===== src/rtl/trap_sequencer_if.sv =====
// Signal bundle between the trap sequencer and the execute stage, CSR file and PC mux.
// The master modport is the sequencer's side; the slave modport is the core's side.
interface trap_sequencer_if #(parameter int XLEN = 32);
   logic            exc_valid_i;
   logic [3:0]      exc_cause_i;
   logic            mret_i;
   logic            irq_timer_i;
   logic            irq_ext_i;
   logic [XLEN-1:0] epc_i;
   logic [XLEN-1:0] mtvec_i;
   logic [XLEN-1:0] mepc_i;
   logic [XLEN-1:0] mstatus_i;
   logic [XLEN-1:0] mie_i;
   logic            csr_we_o;
   logic [11:0]     csr_waddr_o;
   logic [XLEN-1:0] csr_wdata_o;
   logic            stall_o;
   logic            flush_o;
   logic            pc_redirect_o;
   logic [XLEN-1:0] pc_target_o;
   logic            busy_o;

   modport master (
      input  exc_valid_i, exc_cause_i, mret_i, irq_timer_i, irq_ext_i,
      input  epc_i, mtvec_i, mepc_i, mstatus_i, mie_i,
      output csr_we_o, csr_waddr_o, csr_wdata_o, stall_o, flush_o,
      output pc_redirect_o, pc_target_o, busy_o
   );

   modport slave (
      output exc_valid_i, exc_cause_i, mret_i, irq_timer_i, irq_ext_i,
      output epc_i, mtvec_i, mepc_i, mstatus_i, mie_i,
      input  csr_we_o, csr_waddr_o, csr_wdata_o, stall_o, flush_o,
      input  pc_redirect_o, pc_target_o, busy_o
   );
endinterface


===== src/rtl/trap_sequencer.sv =====
// Machine-mode trap/MRET sequencer: freezes the pipeline, writes mepc/mcause/mstatus
// through the single CSR write port, then redirects fetch.
//
// state    | meaning
// IDLE     | watching for exception / enabled interrupt / MRET
// W_EPC    | writing mepc with captured epc
// W_CAUSE  | writing mcause with captured cause
// W_STAT   | writing mstatus for trap entry (MPIE<=MIE, MIE<=0, MPP<=M)
// RET_STAT | writing mstatus for MRET (MIE<=MPIE, MPIE<=1, MPP<=M)
// REDIR    | pc redirect + flush to captured target
module trap_sequencer #(
   parameter int XLEN = 32
) (
   input logic              clk,
   input logic              rst,
   trap_sequencer_if.master bus
);
   typedef enum logic [2:0] {
      IDLE, W_EPC, W_CAUSE, W_STAT, RET_STAT, REDIR
   } state_t;

   state_t          state, state_nxt;
   logic [XLEN-1:0] epc_q, cause_q, target_q;

   logic            ext_take, tmr_take;
   logic            take_trap, take_mret, is_irq;
   logic [XLEN-1:0] cause_d, tvec_base, trap_tgt;
   logic [XLEN-1:0] stat_trap, stat_ret;
   logic            mie_unused;

   assign mie_unused = ^{bus.mie_i[XLEN-1:12], bus.mie_i[10:8], bus.mie_i[6:0]};

   // Event detection and trap target, meaningful only in IDLE.
   always_comb begin
      ext_take  = bus.irq_ext_i   & bus.mstatus_i[3] & bus.mie_i[11];
      tmr_take  = bus.irq_timer_i & bus.mstatus_i[3] & bus.mie_i[7];
      take_trap = 1'b0;
      take_mret = 1'b0;
      is_irq    = 1'b0;
      cause_d   = '0;
      if (state == IDLE) begin
         if (bus.exc_valid_i) begin
            take_trap = 1'b1;
            cause_d   = {{(XLEN-4){1'b0}}, bus.exc_cause_i};
         end else if (ext_take) begin
            take_trap = 1'b1;
            is_irq    = 1'b1;
            cause_d   = {1'b1, {(XLEN-5){1'b0}}, 4'd11};
         end else if (tmr_take) begin
            take_trap = 1'b1;
            is_irq    = 1'b1;
            cause_d   = {1'b1, {(XLEN-5){1'b0}}, 4'd7};
         end else if (bus.mret_i) begin
            take_mret = 1'b1;
         end
      end
      tvec_base = bus.mtvec_i & {{(XLEN-2){1'b1}}, 2'b00};
      trap_tgt  = tvec_base;
      if (is_irq && bus.mtvec_i[1:0] == 2'b01)
         trap_tgt = tvec_base + {{(XLEN-6){1'b0}}, cause_d[3:0], 2'b00};

      stat_trap        = bus.mstatus_i;
      stat_trap[7]     = bus.mstatus_i[3];
      stat_trap[3]     = 1'b0;
      stat_trap[12:11] = 2'b11;
      stat_ret         = bus.mstatus_i;
      stat_ret[3]      = bus.mstatus_i[7];
      stat_ret[7]      = 1'b1;
      stat_ret[12:11]  = 2'b11;
   end

   always_ff @(posedge clk) begin
      if (rst) begin
         state    <= IDLE;
         epc_q    <= '0;
         cause_q  <= '0;
         target_q <= '0;
      end else begin
         state <= state_nxt;
         if (take_trap) begin
            epc_q    <= bus.epc_i;
            cause_q  <= cause_d;
            target_q <= trap_tgt;
         end else if (take_mret) begin
            target_q <= bus.mepc_i;
         end
      end
   end

   always_comb begin
      state_nxt         = state;
      bus.csr_we_o      = 1'b0;
      bus.csr_waddr_o   = '0;
      bus.csr_wdata_o   = '0;
      bus.flush_o       = 1'b0;
      bus.pc_redirect_o = 1'b0;
      bus.pc_target_o   = '0;
      bus.busy_o        = (state != IDLE);
      bus.stall_o       = (state != IDLE) | take_trap | take_mret;
      unique case (state)
         IDLE: begin
            if (take_trap)      state_nxt = W_EPC;
            else if (take_mret) state_nxt = RET_STAT;
         end
         W_EPC: begin
            bus.csr_we_o    = 1'b1;
            bus.csr_waddr_o = 12'h341;
            bus.csr_wdata_o = epc_q;
            state_nxt       = W_CAUSE;
         end
         W_CAUSE: begin
            bus.csr_we_o    = 1'b1;
            bus.csr_waddr_o = 12'h342;
            bus.csr_wdata_o = cause_q;
            state_nxt       = W_STAT;
         end
         W_STAT: begin
            bus.csr_we_o    = 1'b1;
            bus.csr_waddr_o = 12'h300;
            bus.csr_wdata_o = stat_trap;
            state_nxt       = REDIR;
         end
         RET_STAT: begin
            bus.csr_we_o    = 1'b1;
            bus.csr_waddr_o = 12'h300;
            bus.csr_wdata_o = stat_ret;
            state_nxt       = REDIR;
         end
         REDIR: begin
            bus.flush_o       = 1'b1;
            bus.pc_redirect_o = 1'b1;
            bus.pc_target_o   = target_q;
            state_nxt         = IDLE;
         end
         default: state_nxt = IDLE;
      endcase
   end
endmodule


===== src/flat_wrapper.sv =====
// flat-port wrapper written by rule: the top's interface ports become plain ports
module trap_sequencer_flat 
#(
   parameter int XLEN = 32
)
  (clk, rst, bus_exc_valid_i, bus_exc_cause_i, bus_mret_i, bus_irq_timer_i, bus_irq_ext_i, bus_epc_i, bus_mtvec_i, bus_mepc_i, bus_mstatus_i, bus_mie_i, bus_csr_we_o, bus_csr_waddr_o, bus_csr_wdata_o, bus_stall_o, bus_flush_o, bus_pc_redirect_o, bus_pc_target_o, bus_busy_o);
  trap_sequencer_if #(.XLEN(XLEN)) bus_i ();
  input logic clk;
  input logic rst;
  input wire logic [$bits(bus_i.exc_valid_i)-1:0] bus_exc_valid_i;
  input wire logic [$bits(bus_i.exc_cause_i)-1:0] bus_exc_cause_i;
  input wire logic [$bits(bus_i.mret_i)-1:0] bus_mret_i;
  input wire logic [$bits(bus_i.irq_timer_i)-1:0] bus_irq_timer_i;
  input wire logic [$bits(bus_i.irq_ext_i)-1:0] bus_irq_ext_i;
  input wire logic [$bits(bus_i.epc_i)-1:0] bus_epc_i;
  input wire logic [$bits(bus_i.mtvec_i)-1:0] bus_mtvec_i;
  input wire logic [$bits(bus_i.mepc_i)-1:0] bus_mepc_i;
  input wire logic [$bits(bus_i.mstatus_i)-1:0] bus_mstatus_i;
  input wire logic [$bits(bus_i.mie_i)-1:0] bus_mie_i;
  output wire logic [$bits(bus_i.csr_we_o)-1:0] bus_csr_we_o;
  output wire logic [$bits(bus_i.csr_waddr_o)-1:0] bus_csr_waddr_o;
  output wire logic [$bits(bus_i.csr_wdata_o)-1:0] bus_csr_wdata_o;
  output wire logic [$bits(bus_i.stall_o)-1:0] bus_stall_o;
  output wire logic [$bits(bus_i.flush_o)-1:0] bus_flush_o;
  output wire logic [$bits(bus_i.pc_redirect_o)-1:0] bus_pc_redirect_o;
  output wire logic [$bits(bus_i.pc_target_o)-1:0] bus_pc_target_o;
  output wire logic [$bits(bus_i.busy_o)-1:0] bus_busy_o;
  assign bus_i.exc_valid_i = bus_exc_valid_i;
  assign bus_i.exc_cause_i = bus_exc_cause_i;
  assign bus_i.mret_i = bus_mret_i;
  assign bus_i.irq_timer_i = bus_irq_timer_i;
  assign bus_i.irq_ext_i = bus_irq_ext_i;
  assign bus_i.epc_i = bus_epc_i;
  assign bus_i.mtvec_i = bus_mtvec_i;
  assign bus_i.mepc_i = bus_mepc_i;
  assign bus_i.mstatus_i = bus_mstatus_i;
  assign bus_i.mie_i = bus_mie_i;
  assign bus_csr_we_o = bus_i.csr_we_o;
  assign bus_csr_waddr_o = bus_i.csr_waddr_o;
  assign bus_csr_wdata_o = bus_i.csr_wdata_o;
  assign bus_stall_o = bus_i.stall_o;
  assign bus_flush_o = bus_i.flush_o;
  assign bus_pc_redirect_o = bus_i.pc_redirect_o;
  assign bus_pc_target_o = bus_i.pc_target_o;
  assign bus_busy_o = bus_i.busy_o;
  trap_sequencer #(.XLEN(XLEN)) u_core (.clk(clk), .rst(rst), .bus(bus_i));
endmodule

===== config.mk =====
export PLATFORM = sky130hd
export DESIGN_NAME = trap_sequencer_flat
export DESIGN_NICKNAME = d
export VERILOG_FILES = /design/src/rtl/trap_sequencer_if.sv /design/src/rtl/trap_sequencer.sv /design/src/flat_wrapper.sv
export SDC_FILE = /design/constraint.sdc
export NUM_CORES = 1
export LEC_CHECK = 0
export BUFFER_PORTS_ARGS = -buffer_cell sky130_fd_sc_hd__buf_2
export CAP_MARGIN = 40
export CORE_UTILIZATION = 47
export DETAILED_ROUTE_END_ITERATION = 12
export PLACE_DENSITY_LB_ADDON = 0.12
export SYNTH_ARGS = -nofsm -noshare
export SYNTH_HDL_FRONTEND = slang
export SYNTH_SLANG_ARGS = --single-unit
export TNS_END_PERCENT = 100

===== constraint.sdc =====
create_clock -name clk -period 5.87 [get_ports clk]
set_input_delay 1.174 -clock clk [delete_from_list [all_inputs] [get_ports clk]]
set_output_delay 1.174 -clock clk [all_outputs]
set_load 0.01 [all_outputs]

; ---- Word-level counts from Yosys, hierarchy flattened
; Cells that the tools add are included.
[totals]
regBits = 99
latchBits = 0
ram_bits = 0
romBits = 0
inputBits = 170
memories = 0
[op_classes]
add_sub_neg = 1
n_mul = 0
div_mod_pow = 0
n_lt_le_gt_ge = 0
eq_ne = 7
shift = 0
mux = 26
n_bitwise = 6
n_reduce_logical = 6
[op_table]
columns = cell, count
row1 = 32-bit two-way mux, 8
row2 = 32-bit one-hot mux with 4 select lines, 1
row3 = 32-bit by 6-bit adder with 32-bit output, 1
row4 = 10-bit one-hot mux with 3 select lines, 1
row5 = 1-bit two-way mux, 13
row6 = 3-bit one-hot mux with 4 select lines, 1
row7 = 3-bit by 2-bit equality test with 1-bit output (second input constant), 2
row8 = 3-bit equality test (second input constant), 2
row9 = 3-bit two-way mux, 2
row10 = 1-bit bitwise AND, 4
row11 = 4-bit OR reduction, 1
row12 = 3-bit by 1-bit equality test with 1-bit output (second input constant), 1
row13 = 3-bit logical NOT, 1
row14 = 3-bit by 1-bit inequality test with 1-bit output (second input constant), 1
row15 = 3-bit nonzero test, 1
row16 = 2-bit by 1-bit equality test with 1-bit output (second input constant), 1
row17 = 1-bit bitwise OR, 2
row18 = 2-bit nonzero test, 1
row19 = 2-bit OR reduction, 1
row20 = 1-bit logical AND, 1

; ---- Logic depth before layout (Yosys ltp)
[depth]
depth_word = 9
depth_mapped = 14
mapped_depth_nobuf = 12

; ---- Worst setup path before layout
; Ideal clock, no wire load.
[synth_timing]
path_kind = input-to-reg
start = in bus_mie_i[7]
end = reg u_core.target_q[28]
setup_ns = 0.079
arrival_time_ns = 3.704
required_time_ns = 5.791
path_slack_ns = 2.087
stages = 14
path_buffers = 2
cell_sequence = a22o_1 > a21o_1 > nand2_1 > clkbuf_1 > a21oi_1 > ha_1 > fa_1 > nand3_1 > a211oi_1 > and3_1 > buf_4 > and3_1 > xnor2_1 > a211oi_2
[synth_between]
elab_chain_len = 8
elab_cells_between_ends = 20
cone_classes = add/sub: 1 / mux: 16 / bitwise: 1 / reduce/logical: 2
[synth_rtl]
columns = item, line_no
row1 = "start, declared", flat_wrapper.sv:19  ; input wire logic [$bits(bus_i.mie_i)-1:0] bus_mie_i;
row2 = 1-bit bitwise AND, trap_sequencer.sv:36  ; tmr_take = bus.irq_timer_i & bus.mstatus_i[3] & bus.mie_i[7];
row3 = 32-bit two-way mux, trap_sequencer.sv:49  ; end else if (tmr_take) begin
row4 = 32-bit two-way mux, trap_sequencer.sv:45  ; end else if (ext_take) begin
row5 = 32-bit two-way mux, trap_sequencer.sv:42  ; if (bus.exc_valid_i) begin
row6 = 32-bit two-way mux, trap_sequencer.sv:41  ; if (state == IDLE) begin
row7 = net u_core.cause_d[0], trap_sequencer.sv:27  ; logic [XLEN-1:0] cause_d, tvec_base, trap_tgt;
row8 = 32-bit by 6-bit adder with 32-bit output, trap_sequencer.sv:60  ; trap_tgt = tvec_base + {{(XLEN-6){1'b0}}, cause_d[3:0], 2'b00};
row9 = 32-bit two-way mux, trap_sequencer.sv:59  ; if (is_irq && bus.mtvec_i[1:0] == 2'b01)
row10 = 32-bit two-way mux, trap_sequencer.sv:80  ; if (take_trap) begin
row11 = "end signal, assigned", trap_sequencer.sv:83  ; target_q <= trap_tgt;
row12 = "end signal, assigned", trap_sequencer.sv:85  ; target_q <= bus.mepc_i;
row13 = "end, declared", trap_sequencer.sv:23  ; logic [XLEN-1:0] epc_q, cause_q, target_q;
; The timed path passes the listed nets, and every way through them passes these cells.
; A chain may end at the register's enable or synchronous reset.

; ---- Worst setup path in the final report
; Ends and elaborated chain as after synthesis.

==> impl_metrics.toml <==
[sta]
worst_slew_pin_slew_ns = 0.8058
finalSetupViolations = 0
hold_violations = 0
grt_setup_unrepaired = "false"
period_share_pct = 65.34
relSlewSlack_pct = 46.22
clock_skew_ns = 0.008048
slew_viol_final = 0
period_needed_ns = 3.835
max_freq_ghz = 0.2607
holdWs_ns = 0.4566
fin_tns_setup_ns = 0

[grt]
grt_pass1_wl_um = 19640
grt_max_degree = 42
grt_overflow = 0
grt_pass1_vias = 4247
grt_use_total_pct = 27.50
antenna_found_initial = 0

[floorplan]
start_util_pct = 48.30
rows = 34
core_area_um2 = 8678
die_h_um = 96.44
die_w_um = 96.44
ioPinCount = 251
die_area_um2 = 9300

[worst_setup_path]
worstPathArrival_ns = 4.10
path_delay_family = "compound AO/OA/AOI/OAI gates"
worstPathCellList = "buf_2 > a22o_1 > a21o_1 > nand2_1 > a21oi_1 > ha_1 > fa_1 > nand3_1 > a211oi_1 > and3_1 > and3_1 > xnor2_1 > a211oi_2"
crit_type = "in2reg"
required_ns = 6.13
crit_buf_inv = 1
start_kind = "input port"
critical-path-slowest-cell = "and3_1"
critical_path.endpoint_type = "register"
critPathMaxStageDelay_ns = 0.42
cpMostUsedCell = "and3_1"
crit_fanout = 13

[drt]
drt_iter0_markers = 183
avgRoutedWirePerCell_um = 15.66
drtAntennaViolNets = 0
num_vias = 4691
wl_um = 13200
drc_errors = 0
detail_route.vias_per_cell = 5.565
dr.pass1.iters = 4

[layout]
stdcell_count = 843
layout_common_cells = "buf_2, nand2_1, a21oi_1, dfxtp_1, and3_1"
drive_gt1_share_pct = 35.24
final_nets = 905
area_growth_pct = 31.25
diodes = 0
final_common_cell = "buf_2"

[synthesis]
netlist_instances = 542
synthFlopType = "dfxtp_1"
avgSynthCellArea_um2 = 7.733
async_reset_ff_share_pct = 0
yosysWarnings = 0
synth-edff-count = 0
syn_area_um2 = 4192
seq_area_frac_synth_pct = 34.39
ys_seq_elements = 72
ys_types = 49

[placement]
place_inst = 827
io_buffers = 211
place_congestion = 0.8778
dpl.hpwl_um = 9593

[clocking]
cts_sinks = 72
cts_setup_buffers = 0
cts_buffers = 9
cts_max_level = 3
clock_path_buffers = 2
clk_pin_slew_ns = 0.07
holdBufCountCts = 0
cts_root_buf = "clkbuf_8"
cts_resized = 0
cts_tree = "built"
clock_latency_ns = 0.34

[job]
drv_cap = 0

[min_path]
hp-class = "reg2reg"

[power_and_ir_drop]
p_leak_nw = 2.676
powerDensity_nw_per_um2 = 305.1
power_mw = 1.678
peakVddDrop_v = 0.0001367

[run_status]
status = "complete, no violations"
layer usage:
metal,routed length (um),up-vias,part of all wire [%],global-route usage [%]
li1,-,2317,-,-
met1,5413,2173,41,31.41
met2,6614,183,50,50.65
met3,974,18,7.4,5.712
met4,199,0,1.5,9.314
met5,0,-,0,0
Yosys cell counts (all sizes together) (2+ instances only):
| cell type | n | area share (%) |
|---|---|---|
| nand2 | 104 | 9.4 |
| a21oi | 74 | 8.8 |
| dfxtp | 72 | 34 |
| and3 | 39 | 5.8 |
| clkbuf | 33 | 3.0 |
| a22o | 25 | 5.2 |
| nor2 | 22 | 2.0 |
| o221ai | 21 | 4.4 |
| buf | 16 | 2.5 |
| xnor2 | 16 | 3.3 |
| inv | 12 | 1.1 |
| nand3 | 12 | 1.4 |
| o21ai | 12 | 1.4 |
| nor3 | 11 | 1.7 |
| xor2 | 11 | 2.3 |
| a22oi | 9 | 1.6 |
| nand4 | 7 | 1.4 |
| a211oi | 5 | 1.0 |
| mux2 | 5 | 1.3 |
| ha | 4 | 1.2 |
| and4 | 3 | 0.63 |
| nor2b | 3 | 0.45 |
| nor4 | 3 | 0.81 |
| o22ai | 3 | 0.45 |
| a311oi | 2 | 0.42 |
| a31oi | 2 | 0.30 |
| o21bai | 2 | 0.36 |
| o41ai | 2 | 0.78 |
| or3 | 2 | 0.30 |
path summary, 6_finish.rpt:
path	end	startpoint	slack [ns]	cells past startpoint
max	u_core.target_q[28]	bus_mie_i[7]	2.03	13
min	u_core.target_q[16]	u_core.target_q[16]	0.46	2
max reg2reg	u_core.target_q[28]	u_core.state[2]	2.38	12
min reg2reg	u_core.target_q[16]	u_core.target_q[16]	0.46	2
metrics by stage:
stage               instance area (um^2)  setup slack, ns  utilization (%)
global placement                    5241            1.733            60.39
global route                        5502            1.789            63.39
detailed placement                  5295            1.690            61.02
finish                              5502            2.035            63.39
floorplan                           4214            2.087                -
CTS                                 5502            2.038            63.39
state kept, by name, summed over array words and instances, names as in the netlist:
register	cells
u_core.target_q	32
u_core.cause_q	5
u_core.epc_q	32
u_core.state	3
kinds of logic after synthesis:
kind of cell	Yosys count	synth area share (%)
XOR/XNOR	27	5.642
flip-flops	72	34.39
AO/OA/AOI/OAI	162	25.76
multiplexers	5	1.343
AND/OR/NAND/NOR	209	24.60
other	1	0.08947
adder cells (fa/ha/maj)	5	1.672
buffers and inverters	61	6.507
tightest hold or removal path, stage by stage (launching register included):
cell     delay (ns)
dfxtp_1        0.31
nand2_1        0.05
a21oi_1        0.05
where the power goes:
group / leakage, nW / switching [mW] / internal, mW
combinational: 1.98 / 0.391 / 0.245
sequential: 0.594 / 0.0532 / 0.582
clock: 0.101 / 0.189 / 0.218
final cells by class:
type | instances | area (um^2)
Fill cell | 838 | 3177
Timing Repair Buffer | 220 | 1155
Multi-Input combinational cell | 415 | 2519
Clock inverter | 5 | 55.05
Sequential cell | 72 | 1441
Tap cell | 108 | 135.1
Inverter | 12 | 45.04
Clock buffer | 11 | 151.4
Note: power is estimated with default switching activity, not from simulation.
